**src/rtl/bus_pkg.sv**
```systemverilog
// Shared types and constants for the CPU memory-bus arbiter.
//   state_t    : sequencer states IDLE -> ISSUE -> WAIT
//   BUS_READ/BUS_WRITE : BUS_mode encodings
//   OWN_IF/OWN_LS      : owner ids (instruction fetch / load-store)
//   pick_owner : round-robin choice between the two requesters
package bus_pkg;

    typedef enum logic [1:0] {
        IDLE  = 2'd0,
        ISSUE = 2'd1,
        WAIT  = 2'd2
    } state_t;

    localparam logic BUS_READ  = 1'b0;
    localparam logic BUS_WRITE = 1'b1;

    localparam logic OWN_IF = 1'b0;
    localparam logic OWN_LS = 1'b1;

    // A lone requester wins; on a tie the one that did not own the bus last wins.
    function automatic logic pick_owner(input logic if_req, input logic ls_req,
                                        input logic last_owner);
        logic owner;
        if (if_req && ls_req) begin
            owner = (last_owner == OWN_IF) ? OWN_LS : OWN_IF;
        end else if (ls_req) begin
            owner = OWN_LS;
        end else begin
            owner = OWN_IF;
        end
        return owner;
    endfunction

endpackage

```
**src/rtl/bus_timeout_cnt.sv**
```systemverilog
// Watchdog counter for a pending bus transaction.
//   clk, rst_n : clock, asynchronous active-low reset
//   clr        : restart the count (start of a transaction)
//   en         : one more cycle waited without completion
//   expired_c  : this waiting cycle brings the count to TIMEOUT (combinational)
module bus_timeout_cnt #(
    parameter int unsigned TIMEOUT = 255
) (
    input  logic clk,
    input  logic rst_n,
    input  logic clr,
    input  logic en,
    output logic expired_c
);

    localparam int unsigned CNT_W = $clog2(TIMEOUT + 1);

    logic [CNT_W-1:0] cnt_q;
    logic [CNT_W-1:0] cnt_d;

    // Count waiting cycles; the FSM leaves WAIT on expiry so the count never passes TIMEOUT.
    always_comb begin
        cnt_d = cnt_q;
        if (clr) begin
            cnt_d = '0;
        end else if (en) begin
            cnt_d = cnt_q + CNT_W'(1);
        end
    end

    always_ff @(posedge clk or negedge rst_n) begin
        if (!rst_n) begin
            cnt_q <= '0;
        end else begin
            cnt_q <= cnt_d;
        end
    end

    // Expire in the cycle whose increment would reach TIMEOUT, so done lands TIMEOUT+1 after start.
    assign expired_c = en && (cnt_q == CNT_W'(TIMEOUT - 1));

endmodule

```
**src/rtl/bus_arbiter.sv**
```systemverilog
// Two-requester arbiter and sequencer for the shared CPU memory bus.
//   IF port (if_*)  : read-only requester, req held until if_done
//   LS port (ls_*)  : read/write requester, req held until ls_done
//   BUS_* outputs   : one-cycle start, latched mode/addr/wdata
//   BUS_* inputs    : read data with rdata_valid, write_done strobe
//   busy            : high whenever not IDLE
// All outputs are registered; a watchdog aborts hung transactions with err=1.
module bus_arbiter
    import bus_pkg::*;
#(
    parameter int unsigned ADDR_W  = 32,
    parameter int unsigned DATA_W  = 32,
    parameter int unsigned TIMEOUT = 255
) (
    input  logic              clk,
    input  logic              rst_n,
    input  logic              if_req,
    input  logic [ADDR_W-1:0] if_addr,
    output logic              if_done,
    output logic [DATA_W-1:0] if_rdata,
    output logic              if_err,
    input  logic              ls_req,
    input  logic              ls_we,
    input  logic [ADDR_W-1:0] ls_addr,
    input  logic [DATA_W-1:0] ls_wdata,
    output logic              ls_done,
    output logic [DATA_W-1:0] ls_rdata,
    output logic              ls_err,
    output logic              BUS_start_transaction,
    output logic              BUS_mode,
    output logic [ADDR_W-1:0] BUS_addr,
    output logic [DATA_W-1:0] BUS_wdata,
    input  logic [DATA_W-1:0] BUS_rdata,
    input  logic              BUS_rdata_valid,
    input  logic              BUS_write_done,
    output logic              busy
);

    state_t            state_q, state_d;
    logic              owner_q, owner_d;
    logic              last_owner_q, last_owner_d;
    logic              mode_q, mode_d;
    logic [ADDR_W-1:0] addr_q, addr_d;
    logic [DATA_W-1:0] wdata_q, wdata_d;
    logic              start_q, start_d;
    logic              busy_q, busy_d;
    logic              if_done_q, if_done_d;
    logic [DATA_W-1:0] if_rdata_q, if_rdata_d;
    logic              if_err_q, if_err_d;
    logic              ls_done_q, ls_done_d;
    logic [DATA_W-1:0] ls_rdata_q, ls_rdata_d;
    logic              ls_err_q, ls_err_d;

    logic              complete;
    logic              cnt_clr;
    logic              cnt_en;
    logic              cnt_expired_c;
    logic              fin;
    logic [DATA_W-1:0] fin_rdata;
    logic              fin_err;

    // Only the strobe matching the latched mode ends a transaction.
    assign complete = (mode_q == BUS_READ) ? BUS_rdata_valid : BUS_write_done;
    assign cnt_clr  = (state_q == ISSUE);
    assign cnt_en   = (state_q == WAIT) && !complete;

    bus_timeout_cnt #(
        .TIMEOUT (TIMEOUT)
    ) u_timeout (
        .clk       (clk),
        .rst_n     (rst_n),
        .clr       (cnt_clr),
        .en        (cnt_en),
        .expired_c (cnt_expired_c)
    );

    // Next-state and next-output logic.
    always_comb begin
        state_d      = state_q;
        owner_d      = owner_q;
        last_owner_d = last_owner_q;
        mode_d       = mode_q;
        addr_d       = addr_q;
        wdata_d      = wdata_q;
        start_d      = 1'b0;
        if_done_d    = 1'b0;
        if_rdata_d   = if_rdata_q;
        if_err_d     = if_err_q;
        ls_done_d    = 1'b0;
        ls_rdata_d   = ls_rdata_q;
        ls_err_d     = ls_err_q;
        fin          = 1'b0;
        fin_rdata    = '0;
        fin_err      = 1'b0;

        unique case (state_q)
            IDLE: begin
                if (if_req || ls_req) begin
                    owner_d      = pick_owner(if_req, ls_req, last_owner_q);
                    last_owner_d = owner_d;
                    if (owner_d == OWN_LS) begin
                        mode_d  = ls_we ? BUS_WRITE : BUS_READ;
                        addr_d  = ls_addr;
                        wdata_d = ls_wdata;
                    end else begin
                        mode_d  = BUS_READ;
                        addr_d  = if_addr;
                        wdata_d = '0;
                    end
                    start_d = 1'b1;
                    state_d = ISSUE;
                end
            end
            ISSUE: begin
                state_d = WAIT;
            end
            WAIT: begin
                // Completion takes precedence over a timeout in the same cycle.
                if (complete) begin
                    fin       = 1'b1;
                    fin_rdata = (mode_q == BUS_READ) ? BUS_rdata : '0;
                end else if (cnt_expired_c) begin
                    fin     = 1'b1;
                    fin_err = 1'b1;
                end
            end
            default: begin
                state_d = IDLE;
            end
        endcase

        if (fin) begin
            state_d = IDLE;
            if (owner_q == OWN_IF) begin
                if_done_d  = 1'b1;
                if_rdata_d = fin_rdata;
                if_err_d   = fin_err;
            end else begin
                ls_done_d  = 1'b1;
                ls_rdata_d = fin_rdata;
                ls_err_d   = fin_err;
            end
        end

        busy_d = (state_d != IDLE);
    end

    always_ff @(posedge clk or negedge rst_n) begin
        if (!rst_n) begin
            state_q      <= IDLE;
            owner_q      <= OWN_IF;
            last_owner_q <= OWN_IF;
            mode_q       <= BUS_READ;
            addr_q       <= '0;
            wdata_q      <= '0;
            start_q      <= 1'b0;
            busy_q       <= 1'b0;
            if_done_q    <= 1'b0;
            if_rdata_q   <= '0;
            if_err_q     <= 1'b0;
            ls_done_q    <= 1'b0;
            ls_rdata_q   <= '0;
            ls_err_q     <= 1'b0;
        end else begin
            state_q      <= state_d;
            owner_q      <= owner_d;
            last_owner_q <= last_owner_d;
            mode_q       <= mode_d;
            addr_q       <= addr_d;
            wdata_q      <= wdata_d;
            start_q      <= start_d;
            busy_q       <= busy_d;
            if_done_q    <= if_done_d;
            if_rdata_q   <= if_rdata_d;
            if_err_q     <= if_err_d;
            ls_done_q    <= ls_done_d;
            ls_rdata_q   <= ls_rdata_d;
            ls_err_q     <= ls_err_d;
        end
    end

    assign BUS_start_transaction = start_q;
    assign BUS_mode              = mode_q;
    assign BUS_addr              = addr_q;
    assign BUS_wdata             = wdata_q;
    assign busy                  = busy_q;
    assign if_done               = if_done_q;
    assign if_rdata              = if_rdata_q;
    assign if_err                = if_err_q;
    assign ls_done               = ls_done_q;
    assign ls_rdata              = ls_rdata_q;
    assign ls_err                = ls_err_q;

endmodule
```
**config.mk**
```make
export PLATFORM = sky130hd
export DESIGN_NAME = bus_arbiter
export DESIGN_NICKNAME = d
export VERILOG_FILES = /design/src/rtl/bus_pkg.sv /design/src/rtl/bus_timeout_cnt.sv /design/src/rtl/bus_arbiter.sv
export SDC_FILE = /design/constraint.sdc
export NUM_CORES = 1
export LEC_CHECK = 0
export CORE_UTILIZATION = 42
export DETAILED_ROUTE_END_ITERATION = 10
export PLACE_DENSITY = 0.83
export SETUP_SLACK_MARGIN = 0.02
export SLEW_MARGIN = 5
export SYNTH_ARGS = -nofsm -noshare
export SYNTH_HDL_FRONTEND = slang
export SYNTH_SLANG_ARGS = --single-unit
```
**constraint.sdc**
```tcl
create_clock -name clk -period 2.89 [get_ports clk]
set_input_delay 0.867 -clock clk [delete_from_list [all_inputs] [get_ports clk]]
set_output_delay 0.867 -clock clk [all_outputs]
set_load 0.005 [all_outputs]
```
==> results of run 1 <==
## synth_stat cells, types with 6 or more instances
master,count,area [um^2]
dfrtp_1,146,3650
nand2_1,130,488
inv_1,71,267
o21ai_0,69,345
mux2i_1,34,340
a22o_1,33,289
o221ai_1,32,280
clkbuf_1,31,116
a2bb2oi_1,30,263
buf_2,12,60.1
a21oi_1,9,45.0
ha_1,6,75.1
## layout make-up
type                    count  area (um^2)
inverters                  71          267
well taps                 188          235
clock inverters             6         83.8
repair buffers            281         2870
fillers                  1182         5170
multi-input cells         376         2400
clock buffers              24          462
flip-flops and latches    146         3650
## sequential cells by signal (all words and copies together) (netlist names)
register,count
BUS_addr,32
BUS_wdata,32
if_rdata,32
ls_rdata,32
u_timeout.cnt_q,8
state_q,2
BUS_mode,1
BUS_start_transaction,1
busy,1
if_done,1
if_err,1
last_owner_q,1
ls_done,1
ls_err,1
## path summary, 6_finish.rpt
kind	to	slack [ps]	cells past startpoint
max	BUS_mode	590	1
min	if_rdata[4]	430	1
max reg2reg	if_rdata[16]	630	6
min reg2reg	BUS_addr[31]	470	2
max in group asynchronous	BUS_addr[8]	1790	2
min in group clk	BUS_addr[31]	470	2
## power groups by stage
stage,Clock (uW),Sequential [uW],Combinational [uW]
3_5_place_dp,0,3580,4590
4_1_cts,2130,3580,4610
3_3_place_gp,0,3550,4480
2_1_floorplan,0,3550,2060
6_report,2090,3590,4560
5_1_grt,2230,3700,5030
## per-layer routing
layer / share of wire [%] / up-vias / track usage, %
met3: 8.8 / 27 / 8.81
met5: 0 / - / 0
li1: - / 2724 / -
met1: 41 / 2720 / 28.6
met2: 48 / 240 / 38.8
met4: 2.3 / 0 / 9.07
## stage by stage
step	worst slack (ps)	power (uW)
global route	423	11000
finish	587	10200
CTS	562	10300
floorplan	1000	5610
global placement	395	8030
detailed placement	343	8170
## cell families (layout without fill, tap and decap cells)
family	after synthesis	after routing	synth area share (%)
compound gates	184	184	20.2
simple gates	151	151	9.56
flops	146	146	56.2
buf+inv	120	382	7.50
mux	35	35	5.46
fa+ha+maj	6	6	1.15
==> flow_metrics.tcl, run 1 <==
set metrics [dict create \
    cts_sinks 146 \
    globalRouteTotalUtil_pct 23.8 \
    grt_pass1_wl_um 29400 \
    slew_headroom_pct 54.9 \
    grt_pass1_vias 5768 \
    whs_ps 428 \
    synthToLayoutAreaGrowth_pct 53.3 \
    synth.avg_cell_area_um2 10.1 \
    rows 45 \
    cpLargestDelayFamily "buffers and inverters" \
    critical_path_required_ps 2020 \
    ios 270 \
    fin_nets 1034 \
    mostFrequentLayoutCells "268 x clkdlybuf4s50_1, 145 x dfrtp_1, 130 x nand2_1, 70 x inv_1, 69 x o21ai_0" \
    peakVddDrop_mv 0.583 \
    p_leak_uw 0.00459 \
    dp_hpwl_um 12700 \
    path_buf_inv 1 \
    via_per_inst 5.23 \
    antenna_cells 0 \
    synth.distinct_cells 30 \
    clockPowerShare_pct 20.4 \
    grt-ovfl-total 0 \
    fmax_mhz 434 \
    syn-num-nets 783 \
    clock_skew_ps 9.96 \
    r2r-start "state_q[0]" \
    start_util_pct 43.0 \
    drc 0 \
    cap_violations 0 \
    synthCells 642 \
    switchingPower_uw 3420 \
    crit_start "BUS_mode" \
    antenna_found_initial 0 \
    cts_buffers 17 \
    cp_slowest_stage_delay_ps 610 \
    ys.flop_type "dfrtp_1" \
    ys_ff_latch 146 \
    fin_crit_ps 2300 \
    cts_resized 0 \
    hold_viol_final 0 \
    fin_crit_sh_pct 79.7 \
    slew_violations 0 \
    cts_tree "done" \
    place_inst 1062 \
    critPathMaxFanout 5 \
    switching_share_pct 33.4 \
    drt-total-wl_um 18300 \
    routabilityCongestion 0.791 \
    stdcell_area_um2 9970 \
    num_vias 5711 \
    synth_area_um2 6510 \
    synth_edf_count 0 \
    seq_area_frac_synth_pct 56.2 \
    dr.pass1.iters 4 \
    numPortBuffers 269 \
    combinationalPowerShare_pct 44.5 \
    hold_class "in -> async" \
    core_um2 15100 \
    worstSetupEndpointType "primary output" \
    status "completed" \
    routedWlPerCell_um 16.8 \
    async_flop_share_pct 100 \
    fp.dieH_um 126 \
    timing.final.setup_violations 0 \
    ant_nets 0 \
    hold_buffers 0 \
    seqPwrFrac_pct 35.1 \
    powerDensity_nw_per_um2 1030 \
    clkTransAtPathRegs_ps 60 \
    rsz0062_at_grt "false" \
    cts_buffer_depth 2 \
    tns_ps 0 \
    start_kind "register" \
    post-route-util_pct 65.8 \
    grt_max_degree 84 \
    cp.arrival_ps 1440 \
    internal-power_uw 6820 \
    instances_no_fill 1092 \
    die-width_um 126 \
    worst_pin_slew_ps 677 \
    drive_above_1_share_pct 4.76 \
    yosys_warnings 0 \
    cts_setup_buffers 0 \
    crit_type "reg -> out" \
    cts_max_level 4 \
    drt_iter0_markers 348 \
    insertion_delay_ps 410 \
    cp_slowest_cell "clkdlybuf4s50_1" \
    final_common_cell "clkdlybuf4s50_1" \
    post_dp_cell_area_um2 9430 \
    die-area_um2 16000 \
    cp_cell_sequence "clkdlybuf4s50_1" \
    cts_root_buffer "clkbuf_16" \
]
No activity file was read; power rests on OpenSTA's default activity.
==> inputs of run 2 (changes only) <==
- clock period: 2.89 -> 2.32 ns (I/O delays scaled with it)
==> flow_metrics.tcl, run 2 (synthesis results as in run 1) <==
set metrics [dict create \
    status "completed" \
    p_total_uw 12900 \
    drt_iter0_markers 390 \
    worst_pin_slew_ps 665 \
    hold_viol_final 0 \
    antenna_found_initial 0 \
    routedWlPerCell_um 16.7 \
    dp_hpwl_um 12800 \
    routabilityCongestion 0.787 \
    fmax_mhz 467 \
    multi_input_area_um2 2400 \
    post_dp_cell_area_um2 9500 \
    crit_type "reg -> out" \
    clock_skew_ps 5.01 \
    cp_slowest_cell "clkdlybuf4s50_1" \
    dr.pass1.iters 4 \
    timing.final.setup_violations 0 \
    hold_class "in -> async" \
    num_vias 5728 \
    slew_headroom_pct 55.7 \
    powerDensity_nw_per_um2 1280 \
    drive_above_1_share_pct 6.25 \
    globalRouteTotalUtil_pct 23.7 \
    regArea_um2 3650 \
    drt-total-wl_um 18400 \
    cp.arrival_ps 1450 \
    start_kind "register" \
    insertion_delay_ps 420 \
    stdcell_area_um2 10100 \
    critical_path_required_ps 1620 \
    grt-ovfl-total 0 \
    cts_buffer_depth 2 \
    worstSetupEndpointType "primary output" \
    drc 0 \
    cts_buffers 17 \
    via_per_inst 5.21 \
    peakVddDrop_mv 0.625 \
    fin_crit_ps 2140 \
    fin_nets 1040 \
    cts_resized 0 \
    clkTransAtPathRegs_ps 60 \
    rsz0062_at_grt "false" \
    cts_tree "done" \
    cts_setup_buffers 0 \
    cts_max_level 4 \
    hold_buffers 0 \
    grt_max_degree 71 \
    slew_violations 0 \
    rows 45 \
    grt_pass1_wl_um 29500 \
    fp.dieH_um 126 \
    synthToLayoutAreaGrowth_pct 54.8 \
    die-area_um2 16000 \
    cts_root_buffer "clkbuf_16" \
    cap_violations 0 \
    tns_ps 0 \
    numPortBuffers 269 \
    reg2reg_slack_ps 540 \
    start_util_pct 43.0 \
    post-route-util_pct 66.5 \
    core_um2 15100 \
    die-width_um 126 \
    cp_slowest_stage_delay_ps 610 \
    p_leak_uw 0.00464 \
    cp_cell_sequence "clkdlybuf4s50_1" \
    ios 270 \
    path_buf_inv 1 \
    ant_nets 0 \
    critPathMaxFanout 5 \
    grt_pass1_vias 5821 \
    fin_crit_sh_pct 92.4 \
    antenna_cells 0 \
    mostFrequentLayoutCells "268 x clkdlybuf4s50_1, 145 x dfrtp_1, 130 x nand2_1, 70 x inv_1, 69 x o21ai_0" \
    cts_sinks 146 \
    cpLargestDelayFamily "buffers and inverters" \
    fill_cells 1166 \
    final_common_cell "clkdlybuf4s50_1" \
]
==> run 2: changes by cell type in the layout (fill, tap and decap cells not counted), sizes merged <==
cell	before	now
inv	71	77
bufinv	2	1
buf	13	19
clkinvlp	0	4
clkbuf	24	17
==> run 2: cell type report <==
cell class                      count  area share (%)
Sequential cell                   146            36.3
Timing Repair Buffer              287            29.2
Multi-Input combinational cell    376            23.8
Clock buffer                       17            4.22
Inverter                           71            2.65
Tap cell                          188            2.34
Clock inverter                     15            1.48
==> run 2: stage by stage <==
step                worst slack, ps  hold WS, ps  std cells
floorplan                       604          400        642
global placement               95.7          461       1068
detailed placement             10.2          469       1068
CTS                             143          192       1100
global route                    110          206       1100
finish                          177          185       1100
==> run 2: worst paths after layout <==
check | end | cells after the start | startpoint
worst min register to register | BUS_addr[8] | 2 | BUS_addr[8]
worst max register to register | if_rdata[16] | 6 | state_q[0]
min in group clk | BUS_addr[8] | 2 | BUS_addr[8]
worst max-delay path | BUS_mode | 1 | BUS_mode
worst min-delay path | ls_rdata[4] | 1 | rst_n
max in group asynchronous | if_rdata[15] | 2 | rst_n
==> run 2: where the power goes <==
part / leakage [uW] / internal (uW) / switching (uW)
clock network: 0.000271 / 1500 / 1160
registers: 0.00167 / 3660 / 768
logic: 0.00270 / 3300 / 2480
==> run 2: per-layer routing <==
| layer | GRT usage, % | part of all wire, % | routed length, um | up-vias |
|---|---|---|---|---|
| met1 | 27.3 | 39 | 7100 | 2718 |
| met5 | 0 | 0 | 0 | - |
| met3 | 8.86 | 9.4 | 1720 | 31 |
| li1 | - | - | - | 2739 |
| met2 | 39.6 | 49 | 9070 | 240 |
| met4 | 9.92 | 2.7 | 498 | 0 |
==> inputs of run 3 (changes only) <==
- PLACE_DENSITY: 0.83 -> 0.85
- SYNTH_HIERARCHICAL: default -> 1
==> flow_metrics.tcl, run 3 <==
set metrics [dict create \
    status "completed" \
    internal-power_uw 8510 \
    fmax_mhz 435 \
    ios 270 \
    clockPowerShare_pct 23.7 \
    routedWlPerCell_um 19.4 \
    mostFrequentLayoutCells "268 x clkdlybuf4s50_1, 146 x dfrtp_1, 71 x a21oi_1, 64 x a32o_1, 38 x nor2_1" \
    cts_setup_buffers 0 \
    timing.final.setup_violations 0 \
    p_total_uw 12400 \
    ys.flop_type "dfrtp_1" \
    reg2reg_slack_ps 230 \
    antenna_found_initial 0 \
    place_inst 897 \
    switchingPower_uw 3880 \
    cp.arrival_ps 2600 \
    critical_path_required_ps 2620 \
    start_kind "primary input" \
    yosys.area.top_type "dfrtp_1" \
    grt_pass1_vias 5379 \
    synth.avg_cell_area_um2 12.3 \
    worstReg2RegEnd "if_rdata[24]" \
    ant_nets 0 \
    cts_buffers 17 \
    yosys_warnings 6 \
    combinationalPowerShare_pct 41.3 \
    ys_ff_latch 146 \
    reg2regPathDepth 6 \
    grt_max_degree 65 \
    crit_end "if_rdata[24]" \
    yosysMostFrequentCell "dfrtp_1" \
    p_leak_uw 0.00398 \
    synthCells 479 \
    dr.pass1.iters 5 \
    globalRouteTotalUtil_pct 25.0 \
    final_common_cell "clkdlybuf4s50_1" \
    path_buf_inv 1 \
    crit_start "BUS_rdata_valid" \
    cts_buffer_depth 2 \
    rsz0062_at_grt "true" \
    antenna_cells 0 \
    routabilityCongestion 0.806 \
    slew_headroom_pct 40.7 \
    synth_area_leaders "dfrtp_1 62%, a32o_1 11%, a21oi_1 6.1%" \
    syn-num-nets 620 \
    fin_crit_sh_pct 99.1 \
    crit_type "in -> reg" \
    critPathMaxFanout 16 \
    grt_pass1_wl_um 27800 \
    seqPwrFrac_pct 35.0 \
    drt_iter0_markers 420 \
    seq_area_frac_synth_pct 62.2 \
    rows 42 \
    cts_root_buffer "clkbuf_16" \
    worst_pin_slew_ps 890 \
    cp_slowest_stage_delay_ps 420 \
    crit_cells 7 \
    cp_slowest_cell "clkdlybuf4s50_1" \
    dp_hpwl_um 12400 \
    synth.distinct_cells 35 \
    cts_sinks 146 \
    cts_tree "done" \
    core_um2 13500 \
    switching_share_pct 31.3 \
    yosys-top-cells-count "146 x dfrtp_1, 71 x a21oi_1, 64 x a32o_1" \
    via_per_inst 5.68 \
    grt-ovfl-total 0 \
    drt-total-wl_um 18100 \
    slew_violations 0 \
    insertion_delay_ps 410 \
    clock_skew_ps 6.04 \
    die-area_um2 14500 \
    drc 0 \
    fp.dieH_um 120 \
    instances_no_fill 931 \
    start_util_pct 43.6 \
    worstSetupEndpointType "register" \
    peakVddDrop_mv 0.798 \
    drive_above_1_share_pct 8.74 \
    powerDensity_nw_per_um2 1320 \
    hold_viol_final 0 \
    synth_area_um2 5870 \
    fin_crit_ps 2300 \
    cp_cell_sequence "clkdlybuf4s50_1, mux2_4, nor2_1, nand4_1, nor2_4, o21ai_2, a32o_1" \
    clkTransAtPathRegs_ps 60 \
    synth_top_area_share_pct 62.2 \
    die-width_um 120 \
    cts_max_level 4 \
    async_flop_share_pct 100 \
    hold_class "in -> async" \
    cap_violations 0 \
    r2r-start "BUS_mode" \
    cpLargestDelayFamily "compound AO/OA/AOI/OAI gates" \
    fin_nets 883 \
    numPortBuffers 269 \
    synthToLayoutAreaGrowth_pct 60.0 \
    synth_edf_count 0 \
    num_vias 5287 \
]
[run 3: cell count changes in the layout (fill, tap and decap cells not counted), sizes merged, moves of 30 or more]
cell     previous run  this run
inv                77        11
a32o                0        64
nor2                2        39
o221ai             32         0
a21oi               9        71
nand2             130        34
a2bb2oi            30         0
mux2i              34         0
o21ai              70         9
[run 3: routing by layer]
layer  part of all wire (%)  vias up  GRT usage [%]  wire length [um]
li1                       -     2318              -                 -
met1                     38     2635           29.2              6800
met2                     50      292           42.3              8940
met3                     10       42           8.87              1800
met4                    2.9        0           9.49               524
met5                      0        -              0                 0
[run 3: cell type report]
cell class | count | area [um^2]
Clock inverter | 14 | 204
Fill cell | 924 | 4060
Multi-Input combinational cell | 284 | 1970
Clock buffer | 18 | 439
Sequential cell | 146 | 3650
Inverter | 8 | 30.0
Tap cell | 176 | 220
Timing Repair Buffer | 285 | 2880
[run 3: timing repair]
action,CTS,global route
hold buffers,0,0
setup endpoints to repair,0,64
gates resized for setup,0,1
[run 3: worst min path at each step]
stage                             from           end  slack [ps]  cells after the start
after floorplan                  rst_n   BUS_addr[0]         400                      0
after global placement    if_rdata[27]  if_rdata[27]         470                      1
after detailed placement   ls_rdata[1]   ls_rdata[1]         480                      1
after CTS                        rst_n   ls_rdata[1]         250                      1
after global routing             rst_n   ls_rdata[1]         270                      1
final                            rst_n  if_rdata[26]         240                      1
[run 3: per-stage QoR]
| step | setup slack [ps] | setup TNS, ps | utilization (%) | hold WS (ps) | area [um^2] |
|---|---|---|---|---|---|
| global route | -29.2 | -537 | 69.8 | 269 | 9400 |
| global placement | -305 | -19720 | 64.9 | 474 | 8730 |
| CTS | 58.0 | 0 | 69.7 | 249 | 9370 |
| detailed placement | -373 | -23180 | 64.9 | 481 | 8730 |
| finish | 20.9 | 0 | 69.8 | 239 | 9400 |
| floorplan | 109 | 0 | - | 400 | 5870 |
[run 3: kinds of logic (layout without fill, tap and decap cells)]
| logic type | after synthesis | in the layout | synth area share [%] |
|---|---|---|---|
| AO/OA/AOI/OAI | 184 | 186 | 24.3 |
| flip-flops | 146 | 146 | 62.2 |
| AND/OR/NAND/NOR | 87 | 87 | 6.42 |
| buffers and inverters | 51 | 325 | 4.90 |
| adder cells (fa/ha/maj) | 6 | 6 | 1.28 |
| XOR/XNOR | 4 | 4 | 0.597 |
| multiplexers | 1 | 1 | 0.256 |
[run 3: power groups by stage]
stage,Combinational [uW],Clock (uW),Sequential [uW]
global route,5530,3090,4470
floorplan,2120,0,4340
finish,5120,2940,4340
CTS,5130,2990,4340
global placement,4890,0,4310
detailed placement,5100,0,4360
